[src/rtl/md_unit_pkg.sv]
// md_unit_pkg: shared constants, FSM encoding and helpers for the multiply/divide unit.
//   DATA_W     operand / HI / LO width (only 32 supported)
//   R_FORM     opcode of register-form instructions that carry a funct field
//   MULT..MTLO funct codes of the eight HI/LO instructions
//   md_state_e FSM states MD_IDLE, MD_MUL, MD_DIV, MD_FIX
package md_unit_pkg;

   localparam int unsigned DATA_W = 32;

   localparam logic [5:0] R_FORM = 6'h00;

   localparam logic [5:0] MULT  = 6'h18;
   localparam logic [5:0] MULTU = 6'h19;
   localparam logic [5:0] DIV   = 6'h1A;
   localparam logic [5:0] DIVU  = 6'h1B;
   localparam logic [5:0] MFHI  = 6'h10;
   localparam logic [5:0] MTHI  = 6'h11;
   localparam logic [5:0] MFLO  = 6'h12;
   localparam logic [5:0] MTLO  = 6'h13;

   typedef enum logic [1:0] {
      MD_IDLE = 2'd0,
      MD_MUL  = 2'd1,
      MD_DIV  = 2'd2,
      MD_FIX  = 2'd3
   } md_state_e;

   // Magnitude of a value; unsigned ops pass the raw value through.
   // 0x80000000 maps to itself, which is the correct unsigned magnitude.
   function automatic logic [DATA_W-1:0] mag(input logic [DATA_W-1:0] v,
                                             input logic              is_signed);
      return (is_signed && v[DATA_W-1]) ? -v : v;
   endfunction

endpackage

[src/rtl/md_divider.sv]
// md_divider: iterative restoring divider core on unsigned magnitudes.
//   CLK        clock
//   RST        synchronous active-high reset
//   start      load dividend/divisor at this edge and begin a new division
//   dividend   unsigned dividend
//   divisor    unsigned divisor (zero yields quotient all-ones, remainder = dividend)
//   quotient   quotient register, final from the cycle after done
//   remainder  remainder register, final from the cycle after done
//   done       high during the last iteration
module md_divider #(
   parameter int unsigned DATA_W = 32,
   parameter int unsigned CNT_W  = 6
) (
   input  logic              CLK,
   input  logic              RST,
   input  logic              start,
   input  logic [DATA_W-1:0] dividend,
   input  logic [DATA_W-1:0] divisor,
   output logic [DATA_W-1:0] quotient,
   output logic [DATA_W-1:0] remainder,
   output logic              done
);

   logic [DATA_W-1:0] quo_q, quo_d;
   logic [DATA_W-1:0] rem_q, rem_d;
   logic [DATA_W-1:0] dvs_q, dvs_d;
   logic [CNT_W-1:0]  cnt_q, cnt_d;
   logic              run_q, run_d;
   logic [DATA_W:0]   shifted;
   logic [DATA_W:0]   diff;

   assign done      = run_q && (cnt_q == CNT_W'(DATA_W - 1));
   assign quotient  = quo_q;
   assign remainder = rem_q;

   always_comb begin
      quo_d   = quo_q;
      rem_d   = rem_q;
      dvs_d   = dvs_q;
      cnt_d   = cnt_q;
      run_d   = run_q;
      // Partial remainder with the next dividend bit shifted in.
      shifted = {rem_q, quo_q[DATA_W-1]};
      // diff[DATA_W] is the borrow: set means the trial subtraction failed.
      diff    = shifted - {1'b0, dvs_q};
      if (start) begin
         quo_d = dividend;
         rem_d = '0;
         dvs_d = divisor;
         cnt_d = '0;
         run_d = 1'b1;
      end else if (run_q) begin
         quo_d = {quo_q[DATA_W-2:0], ~diff[DATA_W]};
         rem_d = diff[DATA_W] ? shifted[DATA_W-1:0] : diff[DATA_W-1:0];
         cnt_d = cnt_q + CNT_W'(1);
         if (done) begin
            run_d = 1'b0;
         end
      end
   end

   always_ff @(posedge CLK) begin
      if (RST) begin
         quo_q <= '0;
         rem_q <= '0;
         dvs_q <= '0;
         cnt_q <= '0;
         run_q <= 1'b0;
      end else begin
         quo_q <= quo_d;
         rem_q <= rem_d;
         dvs_q <= dvs_d;
         cnt_q <= cnt_d;
         run_q <= run_d;
      end
   end

endmodule

[src/rtl/md_unit.sv]
// md_unit: multi-cycle multiply/divide unit with architectural HI/LO registers.
// Decodes the instruction word itself; issues MULT/MULTU/DIV/DIVU without stalling and
// stalls any later HI/LO instruction until the running operation has written HI/LO.
//   CLK       clock
//   RST       synchronous active-high reset (discards a running operation)
//   Ins       current instruction word (opcode Ins[31:26], funct Ins[5:0])
//   Rdata1    rs value: multiplicand / dividend / MTHI-MTLO source
//   Rdata2    rt value: multiplier / divisor
//   Stall     hold PC/Ins this cycle (combinational)
//   Busy      operation in progress (registered)
//   MdResult  HI for MFHI, LO for MFLO, else 0 (combinational)
//   HI, LO    architectural registers
// Build option: define MD_FAST_MUL_EN for a single-cycle multiply (2-cycle latency);
// otherwise the multiplier is a 32-cycle shift-add.
module md_unit import md_unit_pkg::*; #(
   parameter int unsigned DATA_W = md_unit_pkg::DATA_W,
   parameter int unsigned CNT_W  = 6
) (
   input  logic              CLK,
   input  logic              RST,
   input  logic [31:0]       Ins,
   input  logic [DATA_W-1:0] Rdata1,
   input  logic [DATA_W-1:0] Rdata2,
   output logic              Stall,
   output logic              Busy,
   output logic [DATA_W-1:0] MdResult,
   output logic [DATA_W-1:0] HI,
   output logic [DATA_W-1:0] LO
);

   md_state_e           state_q, state_d;
   logic [CNT_W-1:0]    cnt_q, cnt_d;
   logic                busy_q, busy_d;
   logic [DATA_W-1:0]   hi_q, hi_d;
   logic [DATA_W-1:0]   lo_q, lo_d;
   // Multiplier accumulator: upper half partial sum, lower half the remaining multiplier bits.
   logic [2*DATA_W-1:0] prod_q, prod_d;
   logic [DATA_W-1:0]   mcand_q, mcand_d;
   logic                q_neg_q, q_neg_d;
   logic                r_neg_q, r_neg_d;
   logic                div0_q, div0_d;
   logic                is_div_q, is_div_d;

   logic              rform;
   logic [5:0]        funct;
   logic              op_mul, op_div, op_signed;
   logic              op_mfhi, op_mflo, op_mthi, op_mtlo, op_hilo;
   logic [DATA_W-1:0] a_mag, b_mag;
   logic              div_start, div_done;
   logic [DATA_W-1:0] div_quo, div_rem;
   logic [2*DATA_W-1:0] prod_fix;
   logic [DATA_W-1:0] quo_fix, rem_fix;
   logic              unused_ins;

   assign unused_ins = ^Ins[25:6];

   assign rform     = (Ins[31:26] == R_FORM);
   assign funct     = Ins[5:0];
   assign op_mul    = rform && (funct == MULT || funct == MULTU);
   assign op_div    = rform && (funct == DIV || funct == DIVU);
   assign op_signed = rform && (funct == MULT || funct == DIV);
   assign op_mfhi   = rform && (funct == MFHI);
   assign op_mflo   = rform && (funct == MFLO);
   assign op_mthi   = rform && (funct == MTHI);
   assign op_mtlo   = rform && (funct == MTLO);
   assign op_hilo   = op_mul || op_div || op_mfhi || op_mflo || op_mthi || op_mtlo;

   assign Stall    = busy_q && op_hilo;
   assign Busy     = busy_q;
   assign HI       = hi_q;
   assign LO       = lo_q;
   assign MdResult = op_mfhi ? hi_q : (op_mflo ? lo_q : '0);

   assign a_mag = mag(Rdata1, op_signed);
   assign b_mag = mag(Rdata2, op_signed);

   assign div_start = (state_q == MD_IDLE) && op_div;

   md_divider #(
      .DATA_W (DATA_W),
      .CNT_W  (CNT_W)
   ) u_divider (
      .CLK       (CLK),
      .RST       (RST),
      .start     (div_start),
      .dividend  (a_mag),
      .divisor   (b_mag),
      .quotient  (div_quo),
      .remainder (div_rem),
      .done      (div_done)
   );

   // Sign correction; a zero divisor forces the all-ones quotient while the remainder
   // negation restores the dividend exactly as it was given.
   assign prod_fix = q_neg_q ? -prod_q : prod_q;
   assign quo_fix  = div0_q ? '1 : (q_neg_q ? -div_quo : div_quo);
   assign rem_fix  = r_neg_q ? -div_rem : div_rem;

`ifndef MD_FAST_MUL_EN
   logic [DATA_W:0] mul_sum;
   assign mul_sum = {1'b0, prod_q[2*DATA_W-1:DATA_W]} +
                    (prod_q[0] ? {1'b0, mcand_q} : '0);
`endif

   always_comb begin
      state_d  = state_q;
      cnt_d    = cnt_q;
      hi_d     = hi_q;
      lo_d     = lo_q;
      prod_d   = prod_q;
      mcand_d  = mcand_q;
      q_neg_d  = q_neg_q;
      r_neg_d  = r_neg_q;
      div0_d   = div0_q;
      is_div_d = is_div_q;

      unique case (state_q)
         MD_IDLE: begin
            if (op_mul || op_div) begin
               mcand_d  = a_mag;
               prod_d   = {{DATA_W{1'b0}}, b_mag};
               q_neg_d  = op_signed && (Rdata1[DATA_W-1] ^ Rdata2[DATA_W-1]);
               r_neg_d  = op_signed && Rdata1[DATA_W-1];
               div0_d   = (Rdata2 == '0);
               is_div_d = op_div;
               cnt_d    = '0;
               state_d  = op_div ? MD_DIV : MD_MUL;
            end else if (op_mthi) begin
               hi_d = Rdata1;
            end else if (op_mtlo) begin
               lo_d = Rdata1;
            end
         end
         MD_MUL: begin
`ifdef MD_FAST_MUL_EN
            prod_d  = {{DATA_W{1'b0}}, mcand_q} * {{DATA_W{1'b0}}, prod_q[DATA_W-1:0]};
            state_d = MD_FIX;
`else
            prod_d = {mul_sum, prod_q[DATA_W-1:1]};
            cnt_d  = cnt_q + CNT_W'(1);
            if (cnt_q == CNT_W'(DATA_W - 1)) begin
               state_d = MD_FIX;
            end
`endif
         end
         MD_DIV: begin
            cnt_d = cnt_q + CNT_W'(1);
            if (div_done) begin
               state_d = MD_FIX;
            end
         end
         MD_FIX: begin
            if (is_div_q) begin
               hi_d = rem_fix;
               lo_d = quo_fix;
            end else begin
               hi_d = prod_fix[2*DATA_W-1:DATA_W];
               lo_d = prod_fix[DATA_W-1:0];
            end
            state_d = MD_IDLE;
         end
         default: state_d = MD_IDLE;
      endcase

      busy_d = (state_d != MD_IDLE);
   end

   always_ff @(posedge CLK) begin
      if (RST) begin
         state_q  <= MD_IDLE;
         cnt_q    <= '0;
         busy_q   <= 1'b0;
         hi_q     <= '0;
         lo_q     <= '0;
         prod_q   <= '0;
         mcand_q  <= '0;
         q_neg_q  <= 1'b0;
         r_neg_q  <= 1'b0;
         div0_q   <= 1'b0;
         is_div_q <= 1'b0;
      end else begin
         state_q  <= state_d;
         cnt_q    <= cnt_d;
         busy_q   <= busy_d;
         hi_q     <= hi_d;
         lo_q     <= lo_d;
         prod_q   <= prod_d;
         mcand_q  <= mcand_d;
         q_neg_q  <= q_neg_d;
         r_neg_q  <= r_neg_d;
         div0_q   <= div0_d;
         is_div_q <= is_div_d;
      end
   end

endmodule
[config.mk]
export PLATFORM = sky130hd
export DESIGN_NAME = md_unit
export DESIGN_NICKNAME = d
export VERILOG_FILES = /design/src/rtl/md_unit_pkg.sv /design/src/rtl/md_divider.sv /design/src/rtl/md_unit.sv
export SDC_FILE = /design/constraint.sdc
export NUM_CORES = 1
export LEC_CHECK = 0
export CORE_MARGIN = 2
export CORE_UTILIZATION = 40
export DETAILED_ROUTE_END_ITERATION = 8
export SETUP_SLACK_MARGIN = 0.4
export SYNTH_ARGS = -nofsm -noshare
export SYNTH_HDL_FRONTEND = slang
export SYNTH_HIERARCHICAL = 1
export SYNTH_SLANG_ARGS = --single-unit
[constraint.sdc]
create_clock -name CLK -period 10.4 [get_ports CLK]
set_clock_uncertainty 0.2 [all_clocks]
set_input_delay 1.56 -clock CLK [delete_from_list [all_inputs] [get_ports CLK]]
set_output_delay 1.56 -clock CLK [all_outputs]
set_load 0.1 [all_outputs]
# --- Yosys cells after proc, flatten, opt, wreduce, memory -nomap -nowiden ---
# Index checks and enable logic that the tools add are counted.
word_totals:
  out_inout_bits: 98
  reg_bits: 276
  word_cells: 114
op_classes:
  n_addsub: 9
  bitwise_logic: 2
  n_reduce_logical: 36
  eq_ne: 18
  muxes: 33
ops:
  columns: ["operator", "n"]
  rows:
  - ["$mux W32", 18]
  - ["$mux W64", 2]
  - ["$neg A32 Y32", 4]
  - ["$pmux W32 S2", 2]
  - ["$pmux W64 S2", 1]
  - ["$neg A64 Y64", 1]
  - ["$eq A6 B5 Y1 const B", 10]
  - ["$add A32 B32 Y33", 1]
  - ["$sub A33 B32 Y33", 1]
  - ["$logic_not A32 Y1", 1]
  - ["$logic_and A1 B1 Y1", 13]
  - ["$add A6 B1 Y6 const B", 2]
  - ["$pmux W6 S2", 1]
  - ["$ne A2 B2 Y1 const B", 5]
  - ["$reduce_bool A2 Y1", 5]
  - ["$logic_or A1 B1 Y1", 8]
  - ["$mux W2", 4]
  - ["$pmux W2 S4", 1]
  - ["$logic_not A6 Y1", 1]
  - ["$mux W6", 1]
  - ["$reduce_and A2 Y1", 3]
  - ["$eq A2 B2 Y1 const B", 2]
  - ["$reduce_and A4 Y1", 1]
  - ["$reduce_or A2 Y1", 2]
  - ["other kinds (6)", 8]

# --- Depth between registers and ports, before layout ---
# Gate-level depths: netlist of the first run.
logic_depth:
  depth_word: 9
  depth_mapped: 15

# --- By module ---
# The synthesis of the first run kept the hierarchy.
modules_own_cells:
  columns: ["module", "area_each_um2", "cells_per_inst", "n_inst", "seq_area_each_um2"]
  rows:
  - ["md_unit", 13624.3, 1872, 1, 3463.3]
  - ["md_divider", 6045.8, 735, 1, 2062.0]

# --- Worst setup path after synthesis of the first run ---
# Ideal clock, no wire load.
synth_path:
  kind: "input -> output"
  startpoint: "in Ins[31]"
  endpoint: "out MdResult[10]"
  t_required_ps: 8640
  t_arrival_ps: 4000
  path_buffers: 2
  setup_slack_ps: 4640
  stages: 6
  cell_sequence: "nor4_1 > nand3_1 > or3_1 > clkbuf_1 > clkbuf_1 > nor2_1"
synth_between:
  elab_chain_len: 4
  word_cells_on_any_way: 5
  classes_between: "mux (2); reduce/logical (3)"
synth_lines:
  columns: ["item", "line_no", "source"]
  rows:
  - ["start: declaration", "md_unit.sv:21", "input logic [31:0] Ins,"]
  - ["$logic_not A6 Y1 (*)", "md_unit.sv:57", "assign rform = (Ins[31:26] == R_FORM);"]
  - ["$logic_and A1 B1 Y1", "md_unit.sv:63", "assign op_mflo = rform && (funct == MFLO);"]
  - ["$mux W32", "md_unit.sv:72", "assign MdResult = op_mfhi ? hi_q : (op_mflo ? lo_q : '0);"]
  - ["$mux W32 (*)", "md_unit.sv:72", null]
  - ["end: declaration", "md_unit.sv:26", "output logic [DATA_W-1:0] MdResult,"]
# Every way passes the cells marked *; elsewhere a longest branch is shown, timed or not.

# --- Worst setup path after layout of the first run ---
layout_path:
  startpoint: "in Ins[31]"
  endpoint: "out MdResult[4]"
# The elaborated chain is that of the path after synthesis.

==> summary.txt, run 1 <==
=====================================================================================
Run status                                                                  completed
Power density relative to cell area                                        137 nW/µm²
Worst reg2reg path startpoint                                            u_divider/quotient[31]$_SDFFE_PP0P_
Worst-path maximum fanout                                                          32
Hold buffers post-CTS                                                               0
Number of nets in the layout                                                    2,853
Worst slew slack as a fraction of its limit                                     17.9%
Final setup fails                                                                   0
Synth Area in Compound Gates                                                    22.8%
Remaining number of nets flagged by the antenna check after routing                 0
Number of enable-type register cells in the synthesized netlist                     0
Level count of the clock H-tree                                                     1
Area inside the core boundary                                              48,700 µm²
Measured slew at the worst slew-check pin                                     1.23 ns
Post-synthesis share of cell area spent on and, or, nand and nor gates          22.1%
Worst vdd ir                                                                 0.140 mV
Area occupied by multi-input gates                                         13,200 µm²
Maximum number of pins on one net before global-route repair                      131
Part of the cycle the worst path needs                                          60.3%
Max-slew violation total from the final report                                      0
Static Leak                                                                   8.87 nW
Number of global-route vias before repair                                      18,100
Endpoint of the most critical register-to-register path                  u_divider/remainder[30]$_SDFFE_PP0P_
Peak Freq                                                                     159 MHz
Growth of design area from synthesis to finish                                  16.6%
Total congestion overflow                                                           0
Leading cell types in the layout, fill and taps excluded                 sky130_fd_sc_hd__nor2_1, sky130_fd_sc_hd__dfxtp_1, sky130_fd_sc_hd__nand2_1
Router iterations before antenna repair                                             5
Adder-Cell Fraction of Synth Area                                               5.04%
Chip Width                                                                     226 µm
Number of distinct library cells after synthesis                                   84
Initial standard-cell utilization of the core                                   40.4%
Final instance count without filler cells                                       3,366
Worst endpoint required time                                                  8.64 ns
Unrepaired setup endpoints after global routing                                 false
Multiplexer area fraction after synthesis                                       6.83%
Main combinational cell family by area after synthesis                   compound AO/OA/AOI/OAI gates
Area of the die                                                            51,000 µm²
CTS root buffer                                                          sky130_fd_sc_hd__clkbuf_16
Clock tree from TritonCTS                                                       built
Post-Synthesis Net Count                                                        2,783
IO Port Bufs                                                                      175
Max capacitance violation total                                                     0
Num Clock Sinks                                                                   276
Die Y                                                                          226 µm
GPL Wtd Cong                                                                    0.932
DR iter-0 viols                                                                 1,612
Post-synthesis instance total                                                   2,607
Post-synthesis instance area                                               19,700 µm²
Reg2reg setup slack                                                           5.95 ns
First-pass GRT wire length                                                 106,000 µm
Setup TNS Final                                                                  0 ns
DR WL/cell                                                                    20.5 µm
Element type at the critical path end                                      output pin
Area of all sequential standard cells                                        5530 µm²
Row count                                                                          81
Global-route usage over all layers                                              26.5%
I/O pin total                                                                     196
Async set-reset flop share out of synthesis                                        0%
CTS resizes                                                                         0
Clock-pin slew on the worst setup and hold paths                              0.06 ns
Number of synthesized register bits                                               276
Placed cell areas                                                          21,900 µm²
Number of fill cells in the layout                                              4,878
Via-to-Cell Ratio                                                                5.82
Clk Latency, worst-skew pair                                                  0.59 ns
Worst setup path class                                                         in2out
Xor-xnor portion of the synthesized cell area                                   10.3%
Fin area                                                                   22,900 µm²
Buffers from clock root to sink, at most                                            3
Total power draw                                                              3.14 mW
Most used flip-flop cell after synthesis                                 sky130_fd_sc_hd__dfxtp_1
Cell count after placement                                                      3,308
Path category of the worst min-delay check                                    reg2reg
Met3 GRT Util                                                                   3.38%
Setup fix buffers added after clock tree synthesis                                  0
Hold worst-path end                                                      mcand_q[31]$_SDFFE_PP0P_
Met2 track demand over resource in global routing                               41.5%
Post-route core utilization                                                     47.0%
Nature of the critical path startpoint                                   primary input
HPWL after detailed placement                                               51,800 µm
Synthesized area per cell                                                    7.55 µm²
R2R depth                                                                          13
Hold path startpoint                                                     mcand_q[31]$_SDFFE_PP0P_
Most congested layer reported by global routing                                  met2
Share of final-layout standard cells stronger than drive strength 1             4.81%
DR vias                                                                        19,600
Min Clock Period, post-route                                                  6.27 ns
DRC viols                                                                           0
Total length of routed wires                                                69,000 µm
Commonest non-fill, non-tap cell in the layout                           sky130_fd_sc_hd__nor2_1
Instance count along the most critical hold path                                    2
Total clock buffers created by CTS                                                 31
Count of final hold-check violations                                                0
Sequential-to-total area share from yosys stat                                  28.1%
Antenna violations before repair                                                    2
Met1 track demand over resource in global routing                               37.8%
Yosys warning count                                                                 6
Data arrival time at the worst-slack endpoint                                 4.51 ns
=====================================================================================
==> where the power goes <==
part	internal, mW	total, mW	switching, mW
sequential	1.09	1.12	0.0361
combinational	0.228	0.840	0.613
clock	0.696	1.18	0.479
total	2.01	3.14	1.13
==> cells in the mapped netlist, types with 7 or more instances <==
cell / number / area share (%)
sky130_fd_sc_hd__nand3_1: 39 / 0.99
sky130_fd_sc_hd__a211oi_1: 16 / 0.61
sky130_fd_sc_hd__o21a_1: 12 / 0.46
sky130_fd_sc_hd__and3_1: 14 / 0.45
sky130_fd_sc_hd__nor2b_1: 13 / 0.41
sky130_fd_sc_hd__o22ai_1: 21 / 0.67
sky130_fd_sc_hd__xor2_1: 81 / 3.6
sky130_fd_sc_hd__nand2_1: 243 / 4.6
sky130_fd_sc_hd__a311oi_1: 45 / 2.0
sky130_fd_sc_hd__a21oi_1: 217 / 5.5
sky130_fd_sc_hd__a31oi_1: 17 / 0.54
sky130_fd_sc_hd__o21ai_0: 144 / 3.7
sky130_fd_sc_hd__o41ai_1: 23 / 1.0
sky130_fd_sc_hd__o21bai_1: 9 / 0.34
sky130_fd_sc_hd__nor2_1: 380 / 7.3
sky130_fd_sc_hd__nor4_1: 20 / 0.64
sky130_fd_sc_hd__clkbuf_1: 138 / 2.6
sky130_fd_sc_hd__xnor2_1: 147 / 6.5
sky130_fd_sc_hd__nor3_1: 70 / 1.8
sky130_fd_sc_hd__ha_1: 76 / 4.8
sky130_fd_sc_hd__o21ai_1: 7 / 0.18
sky130_fd_sc_hd__a22oi_1: 9 / 0.34
sky130_fd_sc_hd__and2_1: 37 / 1.2
sky130_fd_sc_hd__dfxtp_1: 276 / 28
sky130_fd_sc_hd__or2_2: 18 / 0.57
sky130_fd_sc_hd__nand4_1: 21 / 0.67
sky130_fd_sc_hd__o211ai_1: 23 / 0.88
sky130_fd_sc_hd__or4_1: 24 / 0.92
sky130_fd_sc_hd__o221ai_1: 26 / 1.2
sky130_fd_sc_hd__inv_1: 85 / 1.6
sky130_fd_sc_hd__buf_1: 18 / 0.34
sky130_fd_sc_hd__o31ai_1: 43 / 1.6
sky130_fd_sc_hd__or3_1: 26 / 0.83
sky130_fd_sc_hd__a21o_1: 29 / 1.1
sky130_fd_sc_hd__nand2b_1: 18 / 0.57
sky130_fd_sc_hd__mux2i_1: 133 / 6.8
==> flip-flops by register name, indices dropped and copies added (netlist names), 2 cells and up <==
signal and flops:
HI 32, prod_q 64, state_q 2, LO 32
mcand_q 32, u_divider/remainder 32, u_divider/dvs_q 32, u_divider/quotient 32
cnt_q 6, u_divider/cnt_q 6
==> kinds of logic (layout without fill, tap and decap cells) <==
group / Yosys count / in the layout
xor gates and xnor gates: 229 / 229
muxes: 134 / 134
adders and majority gates: 78 / 78
other: 0 / 2
AOI/OAI and AO/OA: 694 / 694
and+or+nand+nor: 948 / 948
DFF: 276 / 276
buffers and inverters: 248 / 341
==> worst max path at each step <==
stage / startpoint / endpoint / slack (ns) / cells after the start
after floorplan: Ins[31] / MdResult[10] / 4.64 / 6
after global routing: Ins[31] / MdResult[17] / 3.99 / 7
after CTS: Ins[31] / MdResult[1] / 4.12 / 7
after global placement: Ins[31] / MdResult[1] / 4.16 / 7
after detailed placement: Ins[31] / MdResult[1] / 4.12 / 7
final: Ins[31] / MdResult[4] / 4.13 / 7
==> layout make-up <==
cell class	instances	share of cell area (%)
multi-input cells	2083	57.7
flip-flops and latches	276	24.1
repair buffers	200	8.50
clock buffers	40	3.71
well taps	664	3.62
inverters	85	1.40
clock inverters	16	0.939
diodes	2	0.0218
==> critical path, stage by stage <==
cell	delay (ns)
sky130_fd_sc_hd__clkdlybuf4s50_1	0.39
sky130_fd_sc_hd__nor4_1	0.44
sky130_fd_sc_hd__nand3_1	0.17
sky130_fd_sc_hd__or3_1	0.35
sky130_fd_sc_hd__buf_4	0.25
sky130_fd_sc_hd__nor2_1	0.16
sky130_fd_sc_hd__clkdlybuf4s50_1	1.15
==> metrics by stage <==
step / hold WS (ns) / setup slack, ns
final: 0.253 / 4.13
after global routing: 0.278 / 3.99
after CTS: 0.257 / 4.12
after detailed placement: 0.242 / 4.12
after global placement: 0.239 / 4.16
after floorplan: 0.232 / 4.64
==> layer usage <==
| layer | share of wire [%] | wire length, µm |
|---|---|---|
| met1 | 47 | 32100 |
| met2 | 43 | 29800 |
| met3 | 7.5 | 5150 |
| met4 | 2.8 | 1920 |
| met5 | 0 | 0 |
Power figures use the tool's default switching activity.
==> run 2, diff against run 1 <==
==> constraint.sdc (replaced) <==
create_clock -name CLK -period 5.3 [get_ports CLK]
set_clock_uncertainty 0.2 [all_clocks]
set_input_delay 0.795 -clock CLK [delete_from_list [all_inputs] [get_ports CLK]]
set_output_delay 0.795 -clock CLK [all_outputs]
set_load 0.1 [all_outputs]
==> run 2 against run 1 <==
Compared with the run above:
- critical path type is now reg2reg
- clock-buffer cell count increased by 13
- final cell count increased by 0.15%
- largest cell class unchanged
- total power increased by 97%
- hold slack got worse by 0.00065 ns
- critical path depth increased by 6
- sequential cell count unchanged
- register-to-register slack got worse by 4.9 ns
==> summary.txt, run 2 (synthesis results as in run 1) <==
==================================================================================
Max-slew violation total from the final report                                   0   unchanged
Post-route core utilization                                                  47.8%   +0.78 points
Register ranked first by flip-flop count                                    prod_q
Worst slew slack as a fraction of its limit                                  18.9%   +1.0 points
Antenna violations before repair                                                 0   -2
Cell count after placement                                                   3,313   +0.15%
Worst setup path class                                                     reg2reg
CTS resizes                                                                      0   unchanged
Critical Path Sink                                                    u_divider/remainder[30]$_SDFFE_PP0P_
Final instance count without filler cells                                    3,371   +0.15%
Number of nets in the layout                                                 2,862   +0.32%
Maximum number of pins on one net before global-route repair                   138   +5.3%
Count of final hold-check violations                                             0   unchanged
Path category of the worst min-delay check                                 reg2reg
Static Leak                                                                9.06 nW   +2.1%
Nature of the critical path startpoint                                    register
DRC viols                                                                        0   unchanged
Num Clock Sinks                                                                276   unchanged
Peak Freq                                                                  233 MHz
Router iterations before antenna repair                                          5   unchanged
ANT cells                                                                        0   -2
Total clock buffers created by CTS                                              35   +13%
DR iter-0 viols                                                              1,786   +11%
Min Clock Period, post-route                                               4.29 ns
Chip Width                                                                  226 µm   unchanged
Via-to-Cell Ratio                                                             5.81   -0.13%
Measured slew at the worst slew-check pin                                  1.22 ns   -0.0154 ns
Level count of the clock H-tree                                                  2   +1
Reg2reg setup slack                                                        1.01 ns   -4.94 ns
Total congestion overflow                                                        0   unchanged
Run status                                                               completed
HPWL after detailed placement                                            52,800 µm   +1.9%
Global-route usage over all layers                                           26.7%   +0.11 points
Die Y                                                                       226 µm   unchanged
Final Hold Slack                                                          0.252 ns   -0.000645 ns
Detailed-routing wirelength on met1                                      31,500 µm   -1.9%
Worst reg2reg path startpoint                                         u_divider/quotient[31]$_SDFFE_PP0P_
Area of all sequential standard cells                                     5530 µm²   unchanged
Setup fix buffers added after clock tree synthesis                               0   unchanged
Placed cell areas                                                       22,200 µm²   +1.6%
Element type at the critical path end                                     register
Clock-pin slew on the worst setup and hold paths                           0.05 ns   about the same
Power density relative to cell area                                     265 nW/µm²   +94%
Unrepaired setup endpoints after global routing                              false
Clock tree from TritonCTS                                                    built
DR WL/cell                                                                 20.5 µm   -0.21%
Critical path startpoint                                              u_divider/quotient[31]$_SDFFE_PP0P_
Area inside the core boundary                                           48,700 µm²   unchanged
Area occupied by multi-input gates                                      13,200 µm²   about the same
Commonest non-fill, non-tap cell in the layout                        sky130_fd_sc_hd__nor2_1
Routed wl met3                                                             5790 µm   +12%
Clk Latency, worst-skew pair                                               0.57 ns   -0.02 ns
R2R depth                                                                       13   unchanged
Remaining number of nets flagged by the antenna check after routing              0   unchanged
Part of the cycle the worst path needs                                       81.0%
Largest register FFs                                                            64   unchanged
Hold buffers post-CTS                                                            0   unchanged
Row count                                                                       81   unchanged
Met2 wire length                                                         30,400 µm   +2.1%
GPL Wtd Cong                                                                 0.963   +3.3%
Initial standard-cell utilization of the core                                40.4%   unchanged
Total length of routed wires                                             68,900 µm   about the same
Share of final-layout standard cells stronger than drive strength 1          6.13%   +1.3 points
Number of fill cells in the layout                                           4,792   -1.8%
Leading cell types in the layout, fill and taps excluded              sky130_fd_sc_hd__nor2_1, sky130_fd_sc_hd__dfxtp_1, sky130_fd_sc_hd__nand2_1
Worst vdd ir                                                              0.179 mV   +28%
Setup TNS Final                                                               0 ns   unchanged
Buffers from clock root to sink, at most                                         3   unchanged
Data arrival time at the worst-slack endpoint                              4.55 ns   +0.04 ns
Endpoint of the most critical register-to-register path               u_divider/remainder[30]$_SDFFE_PP0P_
Worst endpoint required time                                               5.56 ns   -3.08 ns
Worst-path maximum fanout                                                       35   +9.4%
First-pass GRT wire length                                              107,000 µm   +0.43%
DR vias                                                                     19,600   +0.015%
IO Port Bufs                                                                   175   unchanged
Number of global-route vias before repair                                   18,300   +1.1%
Growth of design area from synthesis to finish                               18.5%
Area of the die                                                         51,000 µm²   unchanged
Max capacitance violation total                                                  0   unchanged
I/O pin total                                                                  196   unchanged
Final setup fails                                                                0   unchanged
Fin area                                                                23,300 µm²   +1.7%
CTS root buffer                                                       sky130_fd_sc_hd__clkbuf_16
Top sig layer                                                                 met4
==================================================================================
-- run 2: changes by cell type in the layout (fill, tap and decap cells not counted), sizes merged --
cell           before  now
clkdlybuf4s50     173  140
diode               2    0
bufinv              5    0
buf                27   65
clkinv             11    4
clkbuf             40   53
inv                84   85
-- run 2: per-layer routing --
metal	vias to the layer above	GRT usage, %
li1	9467	-
met1	9302	37.3
met2	752	42.8
met3	78	4.59
met4	0	5.73
met5	-	0
-- run 2: worst min-delay path by stage --
stage | to | startpoint | slack (ns) | depth (start not counted)
3_5_place_dp | mcand_q[26]$_SDFFE_PP0P_ | mcand_q[26]$_SDFFE_PP0P_ | 0.25 | 2
6_report | mcand_q[24]$_SDFFE_PP0P_ | mcand_q[24]$_SDFFE_PP0P_ | 0.25 | 2
3_3_place_gp | mcand_q[14]$_SDFFE_PP0P_ | mcand_q[14]$_SDFFE_PP0P_ | 0.24 | 2
4_1_cts | mcand_q[26]$_SDFFE_PP0P_ | mcand_q[26]$_SDFFE_PP0P_ | 0.25 | 2
5_1_grt | mcand_q[31]$_SDFFE_PP0P_ | mcand_q[31]$_SDFFE_PP0P_ | 0.28 | 2
2_1_floorplan | mcand_q[0]$_SDFFE_PP0P_ | mcand_q[0]$_SDFFE_PP0P_ | 0.23 | 2
-- run 2: per-stage QoR --
step	worst slack (ns)	power, mW
after floorplan	1.07	3.28
after global placement	0.938	3.82
after detailed placement	0.831	3.85
after CTS	0.997	6.19
after global routing	0.814	6.42
final	1.01	6.17
-- run 2: critical path: stages, from the launching register on --
cell                        delay [ns]
sky130_fd_sc_hd__dfxtp_1          0.49
sky130_fd_sc_hd__inv_1            0.16
sky130_fd_sc_hd__ha_1             0.27
sky130_fd_sc_hd__fa_1             0.40
sky130_fd_sc_hd__nand2b_1         0.19
sky130_fd_sc_hd__a21oi_1          0.29
sky130_fd_sc_hd__o21ba_4          0.22
sky130_fd_sc_hd__o2111ai_1        0.13
sky130_fd_sc_hd__a311o_1          0.43
sky130_fd_sc_hd__a22oi_4          0.30
sky130_fd_sc_hd__xor2_4           0.15
sky130_fd_sc_hd__buf_4            0.45
sky130_fd_sc_hd__nand2_1          0.28
sky130_fd_sc_hd__o21ai_1          0.20
-- run 2: area by class of cell --
cell class	count	share of cell area (%)
clock buffer	53	4.53
timing repair buffer	205	9.88
inverter	85	1.37
multi-input combinational	2083	56.7
tap	664	3.56
clock inverter	5	0.183
sequential	276	23.7
-- run 2: report_power, final --
part	internal, mW	switching, mW
Sequential	2.13	0.0705
Clock	1.37	0.961
Combinational	0.449	1.19
Total	3.95	2.22
